[config.mk]
export PLATFORM = sky130hd
export DESIGN_NAME = uart_encoder
export DESIGN_NICKNAME = d
export VERILOG_FILES = /design/src/rtl/uart_encoder.sv
export SDC_FILE = /design/constraint.sdc
export NUM_CORES = 1
export LEC_CHECK = 0
export CORE_MARGIN = 3
export CORE_UTILIZATION = 40
export CTS_CLUSTER_DIAMETER = 150
export DETAILED_ROUTE_END_ITERATION = 12
export HOLD_SLACK_MARGIN = 0.1
export PLACE_DENSITY = 0.53
export SLEW_MARGIN = 20
export SYNTH_ARGS = -nofsm -noshare
export SYNTH_HDL_FRONTEND = slang
export SYNTH_SLANG_ARGS = --single-unit
[constraint.sdc]
create_clock -name clk -period 4.9 [get_ports clk]
set_input_delay 1.225 -clock clk [delete_from_list [all_inputs] [get_ports clk]]
set_output_delay 1.225 -clock clk [all_outputs]
set_load 0.05 [all_outputs]
[src/rtl/uart_encoder.sv]
// uart_encoder
//
// Serial UART transmitter used to drive frames into the SoC receive pad.
// Bytes enter through a valid/ready handshake and wait in a small circular
// FIFO. They are then sent LSB first as start + 8 data + stop frame(s). The
// line idles high.
//
// Optional feature: define UART_ENCODER_PARITY_EN to insert an even parity
// bit between the data bits and the stop bit(s). The default build sends
// 8N1 frames.
//
// Parameters:
//   CLKS_PER_BIT  clock cycles per serial bit (>= 2)
//   FIFO_DEPTH    byte FIFO entries (power of 2, >= 2)
//   STOP_BITS     stop bits per frame (1 or 2)
//
// Ports:
//   clk           rising-edge clock
//   rst           synchronous active-high reset
//   data_i        byte to send, written when valid_i && ready_o at an edge
//   valid_i       data_i is valid
//   ready_o       FIFO has room for another byte
//   uart_rx_o     registered serial line to the SoC receive pad, idle 1
//   busy_o        frame in progress or FIFO not empty
//   tx_done_o     one-cycle pulse in the final cycle of the last stop bit
//   fifo_level_o  current FIFO occupancy
module uart_encoder #(
    parameter int CLKS_PER_BIT = 434,
    parameter int FIFO_DEPTH   = 16,
    parameter int STOP_BITS    = 1
) (
    input  logic                          clk,
    input  logic                          rst,
    input  logic [7:0]                    data_i,
    input  logic                          valid_i,
    output logic                          ready_o,
    output logic                          uart_rx_o,
    output logic                          busy_o,
    output logic                          tx_done_o,
    output logic [$clog2(FIFO_DEPTH):0]   fifo_level_o
);

    localparam int AW = $clog2(FIFO_DEPTH);
    localparam int LW = AW + 1;
    localparam int CW = $clog2(CLKS_PER_BIT);

    localparam logic [CW-1:0] BAUD_LAST  = CW'(CLKS_PER_BIT - 1);
    localparam logic [LW-1:0] LEVEL_FULL = LW'(FIFO_DEPTH);
    localparam logic          STOP_LAST  = 1'(STOP_BITS - 1);

    typedef enum logic [2:0] {
        IDLE   = 3'd0,
        START  = 3'd1,
        DATA   = 3'd2,
`ifdef UART_ENCODER_PARITY_EN
        PARITY = 3'd3,
`endif
        STOP   = 3'd4
    } state_t;

    // FIFO storage and bookkeeping. The pointers carry one extra wrap bit.
    logic [7:0]    fifo_mem [FIFO_DEPTH];
    logic [LW-1:0] wr_ptr_q;
    logic [LW-1:0] rd_ptr_q;
    logic [LW-1:0] level_q;
    logic          push;
    logic          pop;
    logic          fifo_empty;
    logic [7:0]    fifo_head;

    // Transmitter state
    state_t        state_q, state_d;
    logic [CW-1:0] baud_q, baud_d;
    logic [2:0]    bit_q, bit_d;
    logic          stop_q, stop_d;
    logic [7:0]    shift_q, shift_d;
    logic          line_q, line_d;
    logic          baud_last;
    logic          stop_last;
`ifdef UART_ENCODER_PARITY_EN
    logic          parity_q, parity_d;
`endif

    assign ready_o      = (level_q != LEVEL_FULL);
    assign push         = valid_i && ready_o;
    assign fifo_empty   = (level_q == '0);
    assign fifo_head    = fifo_mem[rd_ptr_q[AW-1:0]];
    assign fifo_level_o = level_q;

    assign baud_last    = (baud_q == BAUD_LAST);
    assign stop_last    = (stop_q == STOP_LAST);

    assign uart_rx_o    = line_q;
    assign busy_o       = (state_q != IDLE) || !fifo_empty;
    assign tx_done_o    = (state_q == STOP) && baud_last && stop_last;

    // FIFO pointers and level. The FSM only pops when the FIFO holds data,
    // and a push is refused whenever the registered level says full, so the
    // level never wraps. A simultaneous push and pop leaves the level alone.
    always_ff @(posedge clk) begin
        if (rst) begin
            wr_ptr_q <= '0;
            rd_ptr_q <= '0;
            level_q  <= '0;
        end else begin
            if (push) begin
                wr_ptr_q <= wr_ptr_q + LW'(1);
            end
            if (pop) begin
                rd_ptr_q <= rd_ptr_q + LW'(1);
            end
            if (push && !pop) begin
                level_q <= level_q + LW'(1);
            end else if (pop && !push) begin
                level_q <= level_q - LW'(1);
            end
        end
    end

    // FIFO storage. Reset flushes the FIFO through the pointers, so the
    // memory itself needs no reset.
    always_ff @(posedge clk) begin
        if (push) begin
            fifo_mem[wr_ptr_q[AW-1:0]] <= data_i;
        end
    end

    // Transmitter state register. The serial line is registered from the
    // next-state values, so it changes on the same edge as the state.
    always_ff @(posedge clk) begin
        if (rst) begin
            state_q  <= IDLE;
            baud_q   <= '0;
            bit_q    <= '0;
            stop_q   <= 1'b0;
            shift_q  <= '0;
            line_q   <= 1'b1;
`ifdef UART_ENCODER_PARITY_EN
            parity_q <= 1'b0;
`endif
        end else begin
            state_q  <= state_d;
            baud_q   <= baud_d;
            bit_q    <= bit_d;
            stop_q   <= stop_d;
            shift_q  <= shift_d;
            line_q   <= line_d;
`ifdef UART_ENCODER_PARITY_EN
            parity_q <= parity_d;
`endif
        end
    end

    // Next-state logic. Every state leaves or advances on a bit boundary,
    // and the baud counter wraps to 0 at that boundary. This gives a fresh
    // count on every state entry, including the STOP -> START hand-off used
    // for back-to-back frames.
    always_comb begin
        state_d  = state_q;
        baud_d   = baud_last ? '0 : baud_q + CW'(1);
        bit_d    = bit_q;
        stop_d   = stop_q;
        shift_d  = shift_q;
        pop      = 1'b0;
        line_d   = 1'b1;
`ifdef UART_ENCODER_PARITY_EN
        parity_d = parity_q;
`endif

        case (state_q)
            IDLE: begin
                baud_d = '0;
                if (!fifo_empty) begin
                    pop     = 1'b1;
                    shift_d = fifo_head;
                    bit_d   = '0;
                    stop_d  = 1'b0;
`ifdef UART_ENCODER_PARITY_EN
                    parity_d = ^fifo_head;
`endif
                    state_d = START;
                end
            end
            START: begin
                if (baud_last) begin
                    state_d = DATA;
                end
            end
            DATA: begin
                if (baud_last) begin
                    shift_d = {1'b0, shift_q[7:1]};
                    if (bit_q == 3'd7) begin
`ifdef UART_ENCODER_PARITY_EN
                        state_d = PARITY;
`else
                        state_d = STOP;
`endif
                    end else begin
                        bit_d = bit_q + 3'd1;
                    end
                end
            end
`ifdef UART_ENCODER_PARITY_EN
            PARITY: begin
                if (baud_last) begin
                    state_d = STOP;
                end
            end
`endif
            STOP: begin
                if (baud_last) begin
                    if (stop_last) begin
                        stop_d = 1'b0;
                        if (!fifo_empty) begin
                            pop     = 1'b1;
                            shift_d = fifo_head;
                            bit_d   = '0;
`ifdef UART_ENCODER_PARITY_EN
                            parity_d = ^fifo_head;
`endif
                            state_d = START;
                        end else begin
                            state_d = IDLE;
                        end
                    end else begin
                        stop_d = 1'b1;
                    end
                end
            end
            default: begin
                state_d = IDLE;
                baud_d  = '0;
            end
        endcase

        case (state_d)
            START:   line_d = 1'b0;
            DATA:    line_d = shift_d[0];
`ifdef UART_ENCODER_PARITY_EN
            PARITY:  line_d = parity_d;
`endif
            default: line_d = 1'b1;
        endcase
    end

endmodule

# After elaboration in Yosys (flattened, before gate mapping)
# Memory sizes are Yosys's and may differ from the RTL's. A register that Yosys moved wholly into a read port is not among the register bits.
# Cells that the tools add are included.
# Widths: inputs -> output; s select.
[word_totals]
regBits = 40
ramBits = 128
input_bits = 11
elab_cells = 86
mem_count = 1
[memory_table]
columns = ["name", "words", "word_bits", "rd", "rd_ports_with_merged_regs", "wr", "line", "text"]
rows = [
  ["fifo_mem", 16, 8, 1, 1, 1, "62", "logic [7:0] fifo_mem [FIFO_DEPTH];"],
]
[op_classes]
n_addsub = 6
eq_ne = 13
mux = 34
bitwise = 2
reduce_logical = 20
[op_table]
columns = ["operator", "count"]
rows = [
  ["$mux 3", 11],
  ["$mux 8", 4],
  ["$pmux 8 s3", 1],
  ["$add 5x1->5 const B", 3],
  ["$pmux 3 s4", 1],
  ["$mux 5", 2],
  ["$ne 2x2->1 const B", 5],
  ["$add 9x1->9 const B", 1],
  ["$eq 9x9->1 const B", 1],
  ["$mux 1", 9],
  ["$pmux 3 s3", 1],
  ["$mux 4", 2],
  ["$eq 3x1->1 const B", 2],
  ["$eq 3x2->1 const B", 2],
  ["$eq 3x3->1 const B", 2],
  ["$pmux 1 s2", 3],
  ["$reduce_bool 3->1", 2],
  ["$reduce_or 3->1", 2],
  ["$logic_and 1x1->1", 5],
  ["$logic_not 5->1", 1],
  ["$ne 5x5->1 const B", 1],
  ["$reduce_and 5->1", 1],
  ["$sub 5x1->5 const B", 1],
  ["$reduce_and 4->1", 1],
  ["other kinds (7)", 11],
]

# Longest topological paths before layout
[depth]
depth_word = 8
depth_mapped = 15

# Worst setup path after synthesis
# No wires, ideal clock.
[synth_path]
path_type = "reg-to-reg"
from = "register level_q[0], in the netlist fifo_level_o[0]"
to = "register level_q[4], in the netlist fifo_level_o[4]"
setup_time_ps = 70
t_arrival_ps = 3050
slack_ps = 1780
stages_incl_launch_ff = 14
n_path_buf = 1
synth_period_minus_slack_ps = 3120
cell_sequence = "dfxtp_1 > or4_4 > o21ai_2 > nor2_1 > buf_2 > inv_2 > ha_1 > inv_1 > fa_1 > a21o_1 > a21oi_1 > xnor2_1 > or3_1 > a21oi_1"
[synth_between]
elab_chain_len = 8
[synth_lines]
columns = ["item", "line", "text"]
rows = [
  ["start: declaration", "65", "logic [LW-1:0] level_q;"],
  ["start signal: assignment", "113", "level_q <= level_q + LW'(1);"],
  ["start signal: assignment", "115", "level_q <= level_q - LW'(1);"],
  ["$logic_not 5->1", "86", "assign fifo_empty = (level_q == '0);"],
  ["$mux 1", "173, 214", ""],
  ["$mux 1", "212", "if (stop_last) begin"],
  ["$mux 1", "211", "if (baud_last) begin"],
  ["$pmux 1 s2", "170", "case (state_q)"],
  ["$logic_not 1->1", "112", "if (push && !pop) begin"],
  ["$logic_and 1x1->1", "112", ""],
  ["$mux 5 / $reduce_bool 2->1 (equally long branches)", "--", ""],
]
# Several ways; a longest one is shown, not always the timed one. The select of a mux whose other input is x is not followed.
# A chain may end at the register's enable or synchronous reset.

# Worst setup path in the final report
[layout_path]
from = "register baud_q[0]"
to = "output tx_done_o"
[layout_between]
elab_chain_len = 3
[layout_lines]
columns = ["item", "line", "text"]
rows = [
  ["start: declaration", "73", "logic [CW-1:0] baud_q, baud_d;"],
  ["start signal: assignment", "143", "baud_q <= baud_d;"],
  ["$eq 9x9->1", "90", "assign baud_last = (baud_q == BAUD_LAST);"],
  ["$logic_and 1x1->1 (2 in a row)", "95", "assign tx_done_o = (state_q == STOP) && baud_last && stop_last;"],
  ["end: declaration", "39", "output logic tx_done_o,"],
]
# No other way between the ends.

==> flow_summary_export.csv <==
group,metric,value,unit
grt,grt_pass1_wl,21.5,mm
clock_tree,cts.repair.resized,0,
clock_tree,h-tree-depth,4,
timing,finalHoldViolations,0,
worst_setup_path,r2r_end,"fifo_level_o[4]",
floorplan,pin_count,20,
clock_tree,clock-root-buffer,"clkbuf_16",
logic_synthesis,async_flop_share,0,
cells_and_area,fill_cells,1499,
timing,period_share,0.763,
drt,route.detailed.drc,0,
cells_and_area,layout_common_cells,"128 x edfxtp_1, 45 x nor2_1, 40 x dfxtp_1, 32 x mux4_2, 27 x nand2_1",
hold_path,whs_endpoint,"bit_q[1]",
cells_and_area,drive_gt1_frac,0.171,
grt,antenna_found_initial,0,
cells_and_area,area_growth,14.2,%
floorplan,rows,47,
grt,grt-ovfl-total,0,
hold_path,hold_class,"register to register",
logic_synthesis,syn_nets,460,
worst_setup_path,rr_startpoint,"baud_q[0]",
logic_synthesis,syn-cell-area,6870,um^2
flow_run,maxCapViolCount,0,
worst_setup_path,start_kind,"register",
run_status,status,"complete, no violations",
timing,slew_violations,0,
worst_setup_path,arrival,2520,ps
placed_design,io_buffers,19,
timing,setup_viol,0,
timing,max_slew_margin,0.393,
power_and_ir_drop,p_per_area,505,nW/um^2
drt,drtIter0Drc,227,
drt,drt_wl_total,13.5,mm
placed_design,place_congestion,0.726,
cells_and_area,fin_nets,485,
logic_synthesis,syn-mean-instance-area,15.8,um^2
clock_tree,holdBufCountCts,0,
worst_setup_path,crit_type,"register to output port",
worst_setup_path,required,3670,ps
logic_synthesis,synth_edf_count,128,
logic_synthesis,synth-seq-cells,169,
floorplan,core_area,16700,um^2
clock_tree,cts.sinks,169,
clock_tree,post_cts_buffers,0,
worst_setup_path,reg2reg_depth,13,
logic_synthesis,ys.flop_type,"edfxtp_1",
timing,grt_setup_unrepaired,"no",
worst_setup_path,crit_fanout,5,
drt,vias,3640,
hold_path,hold_depth,2,
clock_tree,clock_latency,420,ps
floorplan,start_util,0.411,
placed_design,place_hpwl,8.62,mm
timing,hold_ws,480,ps
logic_synthesis,synth_cell_types,50,
hold_path,min_from,"bit_q[1]",
floorplan,fp.dieW,137,um
timing,period_needed,3740,ps
timing,max_slew.worst_pin.slew,910,ps
floorplan,die_h,137,um
drt,drtAntennaViolNets,0,
power_and_ir_drop,irDropWorstVdd,273,uV
clock_tree,path_clk_slew,70,ps
worst_setup_path,end_kind,"output port",
floorplan,die_area,18800,um^2
drt,dr.pass1.iters,4,
timing,fmax,0.267,GHz
cells_and_area,register_area,4670,um^2
grt,grt_max_degree,33,
grt,grt_pass1_vias,3828,
cells_and_area,multi_input_area,2060,um^2
logic_synthesis,syn-instance-count,435,
cells_and_area,final_common_cell,"edfxtp_1",
drt,routedWlPerCell,19.5,um
logic_synthesis,ys_warn_count,0,
timing,finClkSkew,10.2,ps
cells_and_area,final_util,0.470,
clock_tree,cts_made_buffers,17,
grt,track_usage,0.159,
clock_tree,cts_tree,"yes",
drt,drt-vias-per-instance,5.25,
clock_tree,clockBufferDepth,2,
worst_setup_path,r2r_setup_slack,1500,ps
cells_and_area,antenna_cells,0,
logic_synthesis,synth-seq-area-share,0.679,
power_and_ir_drop,p_leak,2.53,nW
timing,tns,0,ps
[stage by stage]
step / worst slack [ps] / cell area [um^2] / instances / total power, mW
3_3_place_gp: 1170 / 7270 / 661 / 2.68
4_1_cts: 1110 / 7840 / 693 / 4.02
3_5_place_dp: 1100 / 7270 / 661 / 2.70
6_report: 1160 / 7840 / 693 / 3.96
2_1_floorplan: 1780 / 6870 / 435 / 2.45
5_1_grt: 994 / 7840 / 693 / 4.16
[registers in the layout, indices dropped and copies added, names as in the netlist, named ones only]
register / cells
fifo_mem: 128
baud_q: 9
shift_q: 8
fifo_level_o: 5
rd_ptr_q: 4
wr_ptr_q: 4
bit_q: 3
state_q: 3
uart_rx_o: 1
[per-layer routing]
layer | track usage | wire, um | vias to the layer above
li1 | - | - | 1721
met1 | 0.208 | 5970 | 1845
met2 | 0.257 | 6680 | 66
met3 | 0.0404 | 696 | 8
met4 | 0.0565 | 138 | 0
met5 | 0 | 0 | -
[critical path: stages (launching register included)]
cell             delay, ps
dfxtp_1                400
ha_1                   190
nand4b_1               210
nor2_1                 300
and3_1                 200
clkdlybuf4s50_1        790
[layout make-up]
cell class                      count  share of cell area
Timing Repair Buffer               26              0.0309
Clock buffer                       18              0.0547
Clock inverter                     14              0.0187
Sequential cell                   169               0.595
Tap cell                          220              0.0351
Multi-Input combinational cell    239               0.262
Inverter                            7             0.00335
[how the worst max path moves through the flow]
stage	slack (ps)	start	depth (start not counted)	end
2_1_floorplan	1780	fifo_level_o[0]	13	fifo_level_o[4]
3_3_place_gp	1170	valid_i	10	fifo_level_o[4]
3_5_place_dp	1100	valid_i	10	fifo_level_o[4]
4_1_cts	1110	baud_q[0]	5	tx_done_o
5_1_grt	990	baud_q[0]	5	tx_done_o
6_report	1160	baud_q[0]	5	tx_done_o
[cells by family after synthesis]
| family | after synthesis | synth area share |
|---|---|---|
| xor+xnor | 18 | 0.0230 |
| flops | 169 | 0.679 |
| compound gates | 56 | 0.0537 |
| simple gates | 116 | 0.0871 |
| buf+inv | 27 | 0.0211 |
| mux | 35 | 0.109 |
| fa+ha+maj | 14 | 0.0266 |
[cell usage after synthesis (2+ instances only)]
| library cell | number | area share |
|---|---|---|
| a22oi_1 | 22 | 0.024 |
| a211oi_1 | 3 | 0.0033 |
| nand2_1 | 27 | 0.015 |
| edfxtp_1 | 128 | 0.56 |
| ha_1 | 13 | 0.024 |
| buf_1 | 2 | 0.0011 |
| o21ai_0 | 6 | 0.0044 |
| clkbuf_8 | 3 | 0.0060 |
| buf_2 | 4 | 0.0029 |
| dfxtp_1 | 41 | 0.12 |
| clkbuf_1 | 8 | 0.0044 |
| nor3_1 | 6 | 0.0044 |
| nand2b_1 | 4 | 0.0036 |
| and3_1 | 2 | 0.0018 |
| nand4b_1 | 3 | 0.0038 |
| nor2b_1 | 3 | 0.0027 |
| xor2_1 | 5 | 0.0064 |
| nand4_1 | 2 | 0.0018 |
| buf_4 | 2 | 0.0022 |
| a21oi_1 | 18 | 0.013 |
| xnor2_1 | 13 | 0.017 |
| or3_1 | 3 | 0.0027 |
| inv_1 | 6 | 0.0033 |
| nor2_1 | 45 | 0.025 |
| mux2i_1 | 3 | 0.0044 |
| nand3b_1 | 4 | 0.0044 |
| nand3_1 | 5 | 0.0036 |
| mux4_2 | 32 | 0.10 |
[power by group]
part | leakage, nW | switching (mW) | internal, mW
sequential | 1.49 | 0.125 | 1.64
clock | 0.269 | 0.560 | 0.753
combinational | 0.772 | 0.469 | 0.421
total | 2.53 | 1.16 | 2.81
Power figures use the tool's default switching activity.
